$ cat src/rtl/fxp_mac_sequencer_pkg.sv
// Shared definitions for the fixed-point MAC sequencer: word length, FSM encoding and
// the sign-magnitude full-scale magnitude.
package fxp_mac_sequencer_pkg;

  localparam int unsigned REG_WORD_LEN = 16;

  // Largest representable magnitude at the default word length.
  localparam logic [REG_WORD_LEN-2:0] MAG_MAX = '1;

  typedef enum logic [2:0] {
    StIdle  = 3'd0,
    StFetch = 3'd1,
    StMul   = 3'd2,
    StAcc   = 3'd3,
    StDone  = 3'd4
  } state_e;

endpackage

$ cat src/rtl/fxp_sm_sat_add.sv
// Combinational sign-magnitude adder; the magnitude saturates to full scale and o_ovf flags it.
module fxp_sm_sat_add
  import fxp_mac_sequencer_pkg::*;
#(
  parameter int unsigned WIDTH = REG_WORD_LEN
) (
  input  logic [WIDTH-1:0] i_a,
  input  logic [WIDTH-1:0] i_b,
  output logic [WIDTH-1:0] o_sum,
  output logic             o_ovf
);

  localparam logic [WIDTH-2:0] MagMax = '1;

  logic             w_sa;
  logic             w_sb;
  logic [WIDTH-2:0] w_ma;
  logic [WIDTH-2:0] w_mb;
  logic [WIDTH-2:0] w_mag;
  logic [WIDTH-1:0] w_wide;
  logic             w_sign;

  assign w_sa = i_a[WIDTH-1];
  assign w_sb = i_b[WIDTH-1];
  assign w_ma = i_a[WIDTH-2:0];
  assign w_mb = i_b[WIDTH-2:0];

  always_comb begin
    o_ovf  = 1'b0;
    w_wide = '0;
    w_sign = w_sa;
    w_mag  = '0;
    if (w_sa == w_sb) begin
      w_wide = {1'b0, w_ma} + {1'b0, w_mb};
      if (w_wide[WIDTH-1]) begin
        w_mag = MagMax;
        o_ovf = 1'b1;
      end else begin
        w_mag = w_wide[WIDTH-2:0];
      end
    end else if (w_ma >= w_mb) begin
      w_mag = w_ma - w_mb;
    end else begin
      w_mag  = w_mb - w_ma;
      w_sign = w_sb;
    end
    // No negative zero.
    o_sum = {w_sign & (w_mag != '0), w_mag};
  end

endmodule

$ cat src/rtl/fxp_mac_sequencer.sv
// Sequenced dot product: per tap FETCH -> MUL -> ACC with one Q(WIDTH-1) multiplier and a
// saturating sign-magnitude accumulator; start/busy/done handshake, all outputs registered.
module fxp_mac_sequencer
  import fxp_mac_sequencer_pkg::*;
#(
  parameter int unsigned WIDTH   = REG_WORD_LEN,
  parameter int unsigned MAX_LEN = 32,
  parameter int unsigned ADDR_W  = 5
) (
  input  logic              i_clk,
  input  logic              i_rst,
  input  logic              i_start,
  input  logic [ADDR_W:0]   i_len,
  output logic              o_busy,
  output logic              o_done,
  output logic [WIDTH-1:0]  o_result,
  output logic              o_ovf,
  output logic              o_rd_en,
  output logic [ADDR_W-1:0] o_rd_addr,
  input  logic [WIDTH-1:0]  i_coef_data,
  input  logic [WIDTH-1:0]  i_samp_data
);

  localparam logic [ADDR_W:0] MaxLen = (ADDR_W + 1)'(MAX_LEN);

  state_e              r_state;
  state_e              w_state_d;
  logic [WIDTH-1:0]    r_acc;
  logic [WIDTH-1:0]    w_acc_d;
  logic [WIDTH-1:0]    r_p;
  logic [WIDTH-1:0]    w_p_d;
  logic [WIDTH-1:0]    r_result;
  logic [WIDTH-1:0]    w_result_d;
  logic [ADDR_W-1:0]   r_i;
  logic [ADDR_W-1:0]   w_i_d;
  logic [ADDR_W-1:0]   r_last;
  logic [ADDR_W-1:0]   w_last_d;
  logic                r_ovf;
  logic                w_ovf_d;
  logic                r_busy;
  logic                r_done;
  logic                r_rd_en;
  logic [ADDR_W:0]     w_len_c;
  logic [WIDTH-1:0]    w_sum;
  logic                w_add_ovf;
  logic [2*WIDTH-3:0]  w_prod_full;
  logic [WIDTH-2:0]    w_prod_mag;
  logic                w_prod_sign;

  assign w_len_c = (i_len > MaxLen) ? MaxLen : i_len;

  assign w_prod_full = i_coef_data[WIDTH-2:0] * i_samp_data[WIDTH-2:0];
  assign w_prod_mag  = (WIDTH - 1)'(w_prod_full >> (WIDTH - 1));
  assign w_prod_sign = (i_coef_data[WIDTH-1] ^ i_samp_data[WIDTH-1]) & (w_prod_mag != '0);

  fxp_sm_sat_add #(
    .WIDTH(WIDTH)
  ) u_sat_add (
    .i_a  (r_acc),
    .i_b  (r_p),
    .o_sum(w_sum),
    .o_ovf(w_add_ovf)
  );

  always_comb begin
    w_state_d  = r_state;
    w_acc_d    = r_acc;
    w_p_d      = r_p;
    w_i_d      = r_i;
    w_last_d   = r_last;
    w_ovf_d    = r_ovf;
    w_result_d = r_result;
    unique case (r_state)
      StIdle: begin
        if (i_start) begin
          w_acc_d   = '0;
          w_ovf_d   = 1'b0;
          w_i_d     = '0;
          // Low bits of a full-length count wrap to index MAX_LEN-1.
          w_last_d  = w_len_c[ADDR_W-1:0] - ADDR_W'(1);
          w_state_d = (w_len_c == '0) ? StDone : StFetch;
        end
      end
      StFetch: w_state_d = StMul;
      StMul: begin
        w_p_d     = {w_prod_sign, w_prod_mag};
        w_state_d = StAcc;
      end
      StAcc: begin
        w_acc_d = w_sum;
        w_ovf_d = r_ovf | w_add_ovf;
        if (r_i == r_last) begin
          w_state_d = StDone;
        end else begin
          w_i_d     = r_i + ADDR_W'(1);
          w_state_d = StFetch;
        end
      end
      StDone:  w_state_d = StIdle;
      default: w_state_d = StIdle;
    endcase
    // Load on entry so result is already valid in the DONE cycle.
    if (w_state_d == StDone && r_state != StDone) begin
      w_result_d = w_acc_d;
    end
  end

  always_ff @(posedge i_clk or posedge i_rst) begin
    if (i_rst) begin
      r_state  <= StIdle;
      r_acc    <= '0;
      r_p      <= '0;
      r_result <= '0;
      r_i      <= '0;
      r_last   <= '0;
      r_ovf    <= 1'b0;
      r_busy   <= 1'b0;
      r_done   <= 1'b0;
      r_rd_en  <= 1'b0;
    end else begin
      r_state  <= w_state_d;
      r_acc    <= w_acc_d;
      r_p      <= w_p_d;
      r_result <= w_result_d;
      r_i      <= w_i_d;
      r_last   <= w_last_d;
      r_ovf    <= w_ovf_d;
      r_busy   <= (w_state_d == StFetch) || (w_state_d == StMul) || (w_state_d == StAcc);
      r_done   <= (w_state_d == StDone);
      r_rd_en  <= (w_state_d == StFetch);
    end
  end

  assign o_busy    = r_busy;
  assign o_done    = r_done;
  assign o_result  = r_result;
  assign o_ovf     = r_ovf;
  assign o_rd_en   = r_rd_en;
  assign o_rd_addr = r_i;

endmodule
$ cat config.mk
export PLATFORM = sky130hd
export DESIGN_NAME = fxp_mac_sequencer
export DESIGN_NICKNAME = d
export VERILOG_FILES = /design/src/rtl/fxp_mac_sequencer_pkg.sv /design/src/rtl/fxp_sm_sat_add.sv /design/src/rtl/fxp_mac_sequencer.sv
export SDC_FILE = /design/constraint.sdc
export NUM_CORES = 1
export LEC_CHECK = 0
export BUFFER_PORTS_ARGS = -buffer_cell sky130_fd_sc_hd__clkbuf_2
export CORE_ASPECT_RATIO = 1.4
export CORE_UTILIZATION = 50
export DETAILED_ROUTE_END_ITERATION = 10
export GPL_TIMING_DRIVEN = 0
export HOLD_SLACK_MARGIN = 0.02
export PLACE_DENSITY = 0.64
export SYNTH_ARGS = -nofsm -noshare
export SYNTH_HDL_FRONTEND = slang
export SYNTH_SLANG_ARGS = --single-unit
$ cat constraint.sdc
create_clock -name i_clk -period 4.3 [get_ports i_clk]
set_input_delay 0 -clock i_clk [delete_from_list [all_inputs] [get_ports i_clk]]
set_output_delay 0 -clock i_clk [all_outputs]
set_load 0.02 [all_outputs]
==> results.sh, run 1 <==
export IMPL_antenna_found_initial=0
export IMPL_cts_clk_slew_worst_paths_ns=0.06
export IMPL_worst_setup_path_end_kind="flop"
export IMPL_violations="negative setup slack"
export IMPL_synth_edf_count=0
export IMPL_avgSynthCellArea_sq_um=8.85
export IMPL_worstSetupPathType="in2reg"
export IMPL_path_delay_family="adder cells"
export IMPL_outcome="complete, but fails checks"
export IMPL_drive_above_1_share_pct=21.5
export IMPL_synth_distinct_cells=78
export IMPL_worst_slack_ns=-1.61
export IMPL_hold_path_class="in2reg"
export IMPL_cts_tree="built"
export IMPL_io_buffers=65
export IMPL_rr_startpoint="r_acc[6]"
export IMPL_finalCriticalPeriod_ns=5.91
export IMPL_grt_usage_pct=28.9
export IMPL_reg2reg_to="r_acc[15]"
export IMPL_cp_slowest_stage_delay_ns=0.54
export IMPL_drtAntennaViolNets=0
export IMPL_syn2layout_area_growth_pct=20.0
export IMPL_cpMostUsedCell="fa_1"
export IMPL_grt_overflow_total=0
export IMPL_rows=67
export IMPL_dp_hpwl_mm=28.9
export IMPL_grt_pass1_wl_mm=56.3
export IMPL_place_congestion=0.952
export IMPL_num_antenna_cells=0
export IMPL_rsz0062_at_grt="true"
export IMPL_place_ws_ns=-2.48
export IMPL_start_util_pct=51.4
export IMPL_synth_seq_area_share_pct=13.1
export IMPL_startpoint_type="input port"
export IMPL_grt_max_degree=37
export IMPL_mappedNetlistArea_sq_um=12400
export IMPL_synthArstFlopShare_pct=100
export IMPL_fin_skew_ns=0.0106
export IMPL_routed_wl_mm=35.0
export IMPL_synth_cells=1403
export IMPL_synth_fp_nets=1750
export IMPL_drt_wirelength_per_cell_microns=18.8
export IMPL_hold_depth=3
export IMPL_rrSetupSlack_ns=0.18
export IMPL_cts_sinks=65
export IMPL_holdPathEnd="r_last[3]"
export IMPL_slew_headroom_pct=34.0
export IMPL_cp_slowest_cell="fa_1"
export IMPL_tightest_slew_ns=0.976
export IMPL_drt_initial_drc_count=468
export IMPL_cp_arrival_ns=6.15
export IMPL_path_buf_inv=7
export IMPL_slew_violations=0
export IMPL_die_x_microns=135
export IMPL_dr_pass1_iters=6
export IMPL_cp_max_fo=5
export IMPL_fin_nets=1891
export IMPL_ios=66
export IMPL_routed_via_density=5.63
export IMPL_coreArea_sq_um=24100
export IMPL_cts_made_buffers=9
export IMPL_yosysWarnings=0
export IMPL_cts_root_buf="clkbuf_16"
export IMPL_clkLatencyLatePin_ns=0.36
export IMPL_synth_seq_cells=65
export IMPL_dieArea_sq_um=25500
export IMPL_clk_path_buf_depth=2
export IMPL_synth_flop_cell="dfrtp_1"
export IMPL_maxCapViolCount=0
export IMPL_crit_required_ns=4.54
export IMPL_drc=0
export IMPL_hold_violations=0
export IMPL_htreeDepth=3
export IMPL_holdCritStartpoint="i_len[5]"
export IMPL_grt_pass1_vias=11100
export IMPL_max_freq_ghz=0.169
export IMPL_reg2regPathDepth=14
export IMPL_die_h_microns=188
export IMPL_period_share_pct=137
export IMPL_via_count=10500
export IMPL_final_setup_viol_count=16
==> layout make-up <==
type	count	area, sq um
Buffer	57	557
Clock buffer	9	225
Clock inverter	7	87.6
Fill cell	2113	9240
Inverter	234	878
Multi-Input combinational cell	1047	10100
Sequential cell	65	1630
Tap cell	310	388
Timing Repair Buffer	130	1020
==> synth_stat cells (all sizes together), types with 9 or more instances <==
cell type	n	area (sq um)
fa	169	3380
buf	14	97.6
mux2	28	319
mux2i	11	110
nand3	19	95.1
nand2	142	533
nor2	53	199
o31ai	13	103
ha	137	1710
a21o	17	128
o21ai	47	246
dfrtp	65	1630
xor2	12	105
nor3	16	85.1
a31oi	9	62.6
nand4	12	81.3
inv	234	878
a22o	10	87.6
and2	140	876
a21oi	67	339
xnor2	22	193
clkbuf	43	163
==> per-stage QoR <==
step,utilization (%),setup TNS [ns],hold slack [ns],instance area [sq um],std cells
2_1_floorplan,-,-12.46,0.0960,12700,1403
3_3_place_gp,55.6,-26.09,0.217,13400,1778
3_5_place_dp,55.6,-27.19,0.139,13400,1779
4_1_cts,60.2,-15.71,0.0264,14500,1840
5_1_grt,61.7,-18.70,0.0732,14900,1859
6_report,61.7,-16.39,0.0300,14900,1859
==> timing repair <==
| item | in CTS | in global routing |
|---|---|---|
| setup buffers | 41 | 20 |
| hold buffers | 4 | 0 |
| resized for setup | 112 | 96 |
| hold endpoints to repair | 32 | 0 |
| setup endpoints to repair | 16 | 18 |
| pin swaps | 45 | 53 |
==> how the worst max path moves through the flow <==
stage / from / end / slack [ns] / cells past startpoint
detailed placement: i_coef_data[1] / r_p[15] / -2.48 / 23
global placement: i_coef_data[1] / r_p[15] / -2.40 / 23
global route: i_samp_data[0] / r_p[15] / -1.80 / 22
floorplan: i_samp_data[1] / r_p[15] / -1.48 / 22
CTS: i_samp_data[3] / r_p[15] / -1.58 / 25
finish: i_samp_data[3] / r_p[15] / -1.61 / 25
==> layout by cell type (no fill, tap or decap), types with 12 or more instances in the layout <==
| cell type | count |
|---|---|
| clkbuf_2 | 46 |
| xnor2_1 | 16 |
| clkbuf_16 | 15 |
| nor2_1 | 51 |
| inv_1 | 214 |
| mux2_2 | 26 |
| and2_4 | 18 |
| nor3_1 | 13 |
| buf_4 | 67 |
| buf_6 | 12 |
| clkbuf_1 | 12 |
| and2_1 | 121 |
| o21ai_0 | 27 |
| nand3_1 | 18 |
| dfrtp_1 | 65 |
| inv_2 | 20 |
| a21oi_1 | 58 |
| ha_1 | 126 |
| fa_1 | 162 |
| nand2_1 | 137 |
| a21o_1 | 17 |
==> worst min-delay path, cell delays in order <==
cell,delay (ns)
clkbuf_2,0.10
inv_1,0.09
a31oi_1,0.14
==> cells by family after synthesis <==
logic type	share of synthesized area [%]
simple gates	17.7
flops	13.1
fa+ha+maj	41.0
xor+xnor	2.40
compound gates	13.2
buf+inv	9.17
mux	3.46
==> state kept, by name (all words and copies together) (netlist names) <==
signal     cells
o_busy         1
o_done         1
o_ovf          1
o_rd_addr      5
o_rd_en        1
o_result      16
r_acc         16
r_last         5
r_p           16
r_state        3
==> per-layer routing <==
metal | vias to the layer above | share of wire (%) | GRT usage (%)
met3 | 117 | 3.2 | 2.15
met1 | 5191 | 37 | 31.4
met4 | 0 | 6.2 | 17.5
li1 | 4855 | - | -
met2 | 308 | 54 | 53.6
met5 | - | 0 | 0
Power of run 1 is left out: the tool's default activity adds up to more than one toggle a clock period on the data nets, which glitch-free logic cannot reach.
==> run 2, diff against run 1 <==
--- a/config.mk
+++ b/config.mk
@@ -7,4 +7,6 @@
 export LEC_CHECK = 0
 export BUFFER_PORTS_ARGS = -buffer_cell sky130_fd_sc_hd__clkbuf_2
+export CELL_PAD_IN_SITES_DETAIL_PLACEMENT = 0
+export CELL_PAD_IN_SITES_GLOBAL_PLACEMENT = 1
 export CORE_ASPECT_RATIO = 1.4
 export CORE_UTILIZATION = 50
@@ -12,5 +14,5 @@
 export GPL_TIMING_DRIVEN = 0
 export HOLD_SLACK_MARGIN = 0.02
-export PLACE_DENSITY = 0.64
+export PLACE_DENSITY = 0.81
 export SYNTH_ARGS = -nofsm -noshare
 export SYNTH_HDL_FRONTEND = slang
==> constraint.sdc (replaced) <==
create_clock -name i_clk -period 4.3 [get_ports i_clk]
set_input_delay 0 -clock i_clk [delete_from_list [all_inputs] [get_ports i_clk]]
set_output_delay 0 -clock i_clk [all_outputs]
set_load 0.1 [all_outputs]
==> results.sh, run 2 (synthesis results as in run 1) <==
export IMPL_grt_pass1_wl_mm=57.5
export IMPL_grt_overflow_total=0
export IMPL_hold_path_class="in2reg"
export IMPL_hold_violations=0
export IMPL_finalCriticalPeriod_ns=5.89
export IMPL_fill_cells=2118
export IMPL_syn2layout_area_growth_pct=21.4
export IMPL_htreeDepth=3
export IMPL_die_x_microns=135
export IMPL_cts_sinks=65
export IMPL_drt_initial_drc_count=526
export IMPL_worst_slack_ns=-1.59
export IMPL_routed_via_density=5.56
export IMPL_grt_usage_pct=29.5
export IMPL_antenna_found_initial=0
export IMPL_routed_wl_mm=35.5
export IMPL_worstSetupPathType="in2reg"
export IMPL_crit_required_ns=4.53
export IMPL_cp_arrival_ns=6.11
export IMPL_cts_made_buffers=9
export IMPL_io_buffers=65
export IMPL_clk_path_buf_depth=2
export IMPL_cp_max_fo=6
export IMPL_ios=66
export IMPL_reg2regPathDepth=13
export IMPL_startpoint_type="input port"
export IMPL_drtAntennaViolNets=0
export IMPL_dp_hpwl_mm=29.1
export IMPL_fin_skew_ns=0.0100
export IMPL_dr_pass1_iters=6
export IMPL_max_freq_ghz=0.170
export IMPL_cts_tree="built"
export IMPL_rsz0062_at_grt="true"
export IMPL_endpoint="r_p[15]"
export IMPL_cts_clk_slew_worst_paths_ns=0.05
export IMPL_seqCellArea_sq_um=1630
export IMPL_maxCapViolCount=0
export IMPL_die_h_microns=188
export IMPL_wl_met2_mm=19.4
export IMPL_cts_root_buf="clkbuf_16"
export IMPL_crit_start="i_coef_data[13]"
export IMPL_reg2reg_to="r_acc[15]"
export IMPL_period_share_pct=137
export IMPL_place_ws_ns=-2.62
export IMPL_rows=67
export IMPL_outcome="complete, but fails checks"
export IMPL_worst_setup_path_end_kind="flop"
export IMPL_fin_nets=1891
export IMPL_wl_met1_mm=13.4
export IMPL_grt_pass1_vias=11200
export IMPL_dieArea_sq_um=25500
export IMPL_start_util_pct=51.4
export IMPL_coreArea_sq_um=24100
export IMPL_wl_met3_mm=1.02
export IMPL_tightest_slew_ns=1.01
export IMPL_drive_above_1_share_pct=21.6
export IMPL_final_cell_mix="216 x inv_1, 161 x fa_1, 135 x nand2_1"
export IMPL_drt_wirelength_per_cell_microns=19.1
export IMPL_drc=0
export IMPL_grt_max_degree=40
export IMPL_layout_commonest_cell="inv_1"
export IMPL_rr_startpoint="r_acc[1]"
export IMPL_slew_violations=0
export IMPL_via_count=10300
export IMPL_multi_input_area_sq_um=10200
export IMPL_num_antenna_cells=0
export IMPL_slew_headroom_pct=31.6
export IMPL_place_congestion=0.902
export IMPL_top_layer_used="met4"
export IMPL_final_setup_viol_count=16
export IMPL_violations="negative setup slack"
export IMPL_clkLatencyLatePin_ns=0.35
export IMPL_rrSetupSlack_ns=0.26
[run 2: routing by layer]
metal,vias to the layer above,global-route usage (%)
met1,5141,32.2
met4,0,13.8
met3,91,2.31
li1,4842,-
met2,256,56.3
met5,-,0
[run 2: how the worst min path moves through the flow]
stage | start | endpoint | slack, ns | depth (start not counted)
floorplan | i_len[0] | r_last[0] | 0.1 | 1
global placement | i_len[0] | r_last[0] | 0.23 | 2
detailed placement | i_rst | o_rd_addr[3] | 0.10 | 2
CTS | i_len[5] | r_last[3] | 0.03 | 3
global route | i_len[1] | r_last[1] | 0.05 | 4
finish | i_len[5] | r_last[3] | 0.03 | 3
[run 2: metrics by stage]
step / hold slack, ns / area, sq um / TNS [ns] / cells / util (%)
final: 0.0300 / 15100 / -15.32 / 1859 / 62.5
after global routing: 0.0529 / 15100 / -17.67 / 1859 / 62.5
after CTS: 0.0277 / 14800 / -15.12 / 1855 / 61.4
after detailed placement: 0.105 / 13400 / -27.66 / 1779 / 55.6
after global placement: 0.233 / 13400 / -26.57 / 1778 / 55.6
after floorplan: 0.0960 / 12700 / -12.46 / 1403 / -
[run 2: final cells by class]
| cell class | instances | area share (%) |
|---|---|---|
| repair buffers | 130 | 7.04 |
| flip-flops and latches | 65 | 10.8 |
| plain buffers | 57 | 3.86 |
| well taps | 310 | 2.57 |
| multi-input cells | 1047 | 67.8 |
| clock inverters | 7 | 0.622 |
| inverters | 234 | 5.82 |
| clock buffers | 9 | 1.49 |
[run 2: worst max-delay path: stages]
cell	delay (ns)
clkbuf_8	0.13
clkbuf_8	0.16
buf_12	0.13
buf_4	0.14
and2_1	0.13
ha_1	0.26
inv_1	0.05
fa_1	0.53
inv_1	0.05
fa_1	0.53
fa_1	0.44
fa_1	0.49
inv_1	0.05
fa_1	0.48
inv_1	0.06
ha_4	0.30
nand2_4	0.07
nor3_4	0.21
and3b_2	0.30
o31a_1	0.27
nor2_2	0.07
o31a_1	0.33
xnor2_2	0.16
or3b_4	0.42
nor4_4	0.28
nor2_1	0.06
[run 2: repair_timing]
action	CTS	global route
pin swaps	54	38
endpoints found under the setup margin	16	18
setup buffers	57	10
hold endpoints to repair	28	0
resized for setup	142	78
hold buffers	3	0
Power of run 2 is left out for the same reason.
==> run 3, diff against run 2 <==
- PLACE_DENSITY: 0.81 -> unset
- PLACE_DENSITY_LB_ADDON: unset -> 0.1
- SYNTH_HIERARCHICAL: unset -> 1
==> results.sh, run 3 <==
export IMPL_worstPathCellList="clkbuf_16 > clkbuf_16 > and2_4 > fa_1 > inv_2 > fa_1 > inv_2 > fa_1 > inv_2 > fa_1 > inv_2 > fa_1 > fa_1 > ha_4 > and4_4 > nand3_4 > o31ai_1 > o21ai_1 > a221oi_2 > nand4_1 > nor4_2 > a21oi_1"
export IMPL_synthTopCellsByCount="231 x inv_1, 169 x fa_1, 151 x nand2_1"
export IMPL_synth_seq_cells=65
export IMPL_setup_tns_ns=-13.13
export IMPL_final_cell_mix="216 x inv_1, 164 x fa_1, 146 x nand2_1"
export IMPL_dp_hpwl_mm=30.8
export IMPL_slew_headroom_pct=23.0
export IMPL_dieArea_sq_um=26300
export IMPL_period_share_pct=130
export IMPL_die_x_microns=137
export IMPL_path_delay_family="adder cells"
export IMPL_cp_slowest_stage_delay_ns=0.54
export IMPL_synth_top_area_share_pct=26.3
export IMPL_design_area_sq_um=16600
export IMPL_coreArea_sq_um=25300
export IMPL_routed_via_density=5.70
export IMPL_synth_edf_count=0
export IMPL_rsz0062_at_grt="true"
export IMPL_grt_usage_pct=31.9
export IMPL_drt_wirelength_per_cell_microns=20.4
export IMPL_htreeDepth=3
export IMPL_cts_root_buf="clkbuf_16"
export IMPL_fin_nets=1990
export IMPL_synth_seq_area_share_pct=12.7
export IMPL_yosysWarnings=6
export IMPL_mappedNetlistArea_sq_um=12800
export IMPL_final_setup_viol_count=16
export IMPL_grt_pass1_wl_mm=62.8
export IMPL_placed_area_sq_um=13900
export IMPL_dr_pass1_iters=5
export IMPL_hold_slack_ns=0.0431
export IMPL_synth_fp_nets=1804
export IMPL_synth_most_common_cell="inv_1"
export IMPL_fin_skew_ns=0.00545
export IMPL_slew_violations=0
export IMPL_violations="negative setup slack"
export IMPL_cp_arrival_ns=5.79
export IMPL_drtAntennaViolNets=0
export IMPL_synth_cells=1455
export IMPL_drive_above_1_share_pct=27.3
export IMPL_cts_made_buffers=9
export IMPL_grt_pass1_vias=12100
export IMPL_yosysTopAreaCell="fa_1"
export IMPL_crit_required_ns=4.52
export IMPL_hold_path_class="in2reg"
export IMPL_via_count=11200
export IMPL_max_freq_ghz=0.179
export IMPL_place_congestion=0.937
export IMPL_worst_setup_path_end_kind="flop"
export IMPL_hold_violations=0
export IMPL_maxCapViolCount=0
export IMPL_cp_slowest_cell="fa_1"
export IMPL_tightest_slew_ns=1.14
export IMPL_layout_commonest_cell="inv_1"
export IMPL_antenna_found_initial=0
export IMPL_path_buf_inv=6
export IMPL_cts_sinks=65
export IMPL_ios=66
export IMPL_ys_top_cells_by_area="fa_1 26%, ha_1 14%, dfrtp_1 13%, and2_1 7.0%, inv_1 6.8%"
export IMPL_clkLatencyLatePin_ns=0.34
export IMPL_startpoint_type="input port"
export IMPL_cts_clk_slew_worst_paths_ns=0.05
export IMPL_worstSetupPathType="in2reg"
export IMPL_avgSynthCellArea_sq_um=8.83
export IMPL_rows=69
export IMPL_num_antenna_cells=0
export IMPL_routed_wl_mm=40.0
export IMPL_start_util_pct=50.8
export IMPL_die_h_microns=192
export IMPL_drt_initial_drc_count=448
export IMPL_synth_distinct_cells=94
export IMPL_worst_slack_ns=-1.27
export IMPL_finalCriticalPeriod_ns=5.57
export IMPL_grt_overflow_total=0
export IMPL_drc=0
export IMPL_cp_max_fo=7
export IMPL_cpMostUsedCell="fa_1"
export IMPL_io_buffers=65
export IMPL_synth_flop_cell="dfrtp_1"
export IMPL_fill_cells=2068
export IMPL_syn2layout_area_growth_pct=29.4
export IMPL_outcome="complete, but fails checks"
export IMPL_clk_path_buf_depth=2
export IMPL_synthArstFlopShare_pct=100
export IMPL_grt_max_degree=41
export IMPL_cts_tree="built"
[run 3: area by class of cell]
class / instances / area, sq um / area share, %
clock buffers: 11 / 253 / 1.52
repair buffers: 175 / 1700 / 10.2
multi-input cells: 1097 / 10900 / 65.5
well taps: 319 / 399 / 2.40
clock inverters: 4 / 51.3 / 0.309
plain buffers: 60 / 817 / 4.91
inverters: 233 / 877 / 5.28
flip-flops and latches: 65 / 1640 / 9.86
[run 3: routing by layer]
layer / track usage (%) / routed length [microns] / vias to the layer above
li1: - / - / 5206
met5: 0 / 0 / -
met4: 21.9 / 2910 / 0
met2: 60.0 / 21600 / 303
met1: 32.6 / 14400 / 5542
met3: 3.25 / 1170 / 152
[run 3: timing repair]
item / in CTS / in global routing
pin swaps: 81 / 31
cloned: 5 / 0
hold buffers: 3 / 0
hold endpoints to repair: 27 / 0
buffers inserted: 86 / 15
endpoints found under the setup margin: 18 / 18
resized for setup: 271 / 63
[run 3: path summary, 6_finish.rpt]
kind,startpoint,end,slack (ns),cells after the start
max in group asynchronous,i_rst,r_acc[8],3.43,4
min,i_len[1],r_last[3],0.04,4
min in group asynchronous,i_rst,o_rd_addr[3],0.26,3
max,i_coef_data[6],r_p[15],-1.27,22
min reg2reg,o_result[12],o_result[12],0.50,1
max reg2reg,r_p[1],o_result[15],0.06,13
[run 3: kinds of logic after synthesis]
family	synth area share [%]
adders and majority gates	39.9
buffers and inverters	8.95
muxes	2.33
AOI/OAI and AO/OA	15.8
xor gates and xnor gates	1.50
DFF	12.7
and+or+nand+nor	18.9
[run 3: metrics by stage]
stage | std cells | util [%] | setup slack, ns
3_3_place_gp | 1839 | 54.9 | -2.19
4_1_cts | 1949 | 64.4 | -1.21
3_5_place_dp | 1840 | 54.9 | -2.26
6_report | 1964 | 65.7 | -1.27
2_1_floorplan | 1455 | - | -1.11
5_1_grt | 1964 | 65.7 | -1.40
[run 3: worst min-delay path: stages]
cell and delay [ns]:
clkbuf_2 0.09, nor3_1 0.05, xnor2_1 0.12, a31oi_1 0.08
Power of run 3 is left out for the same reason.
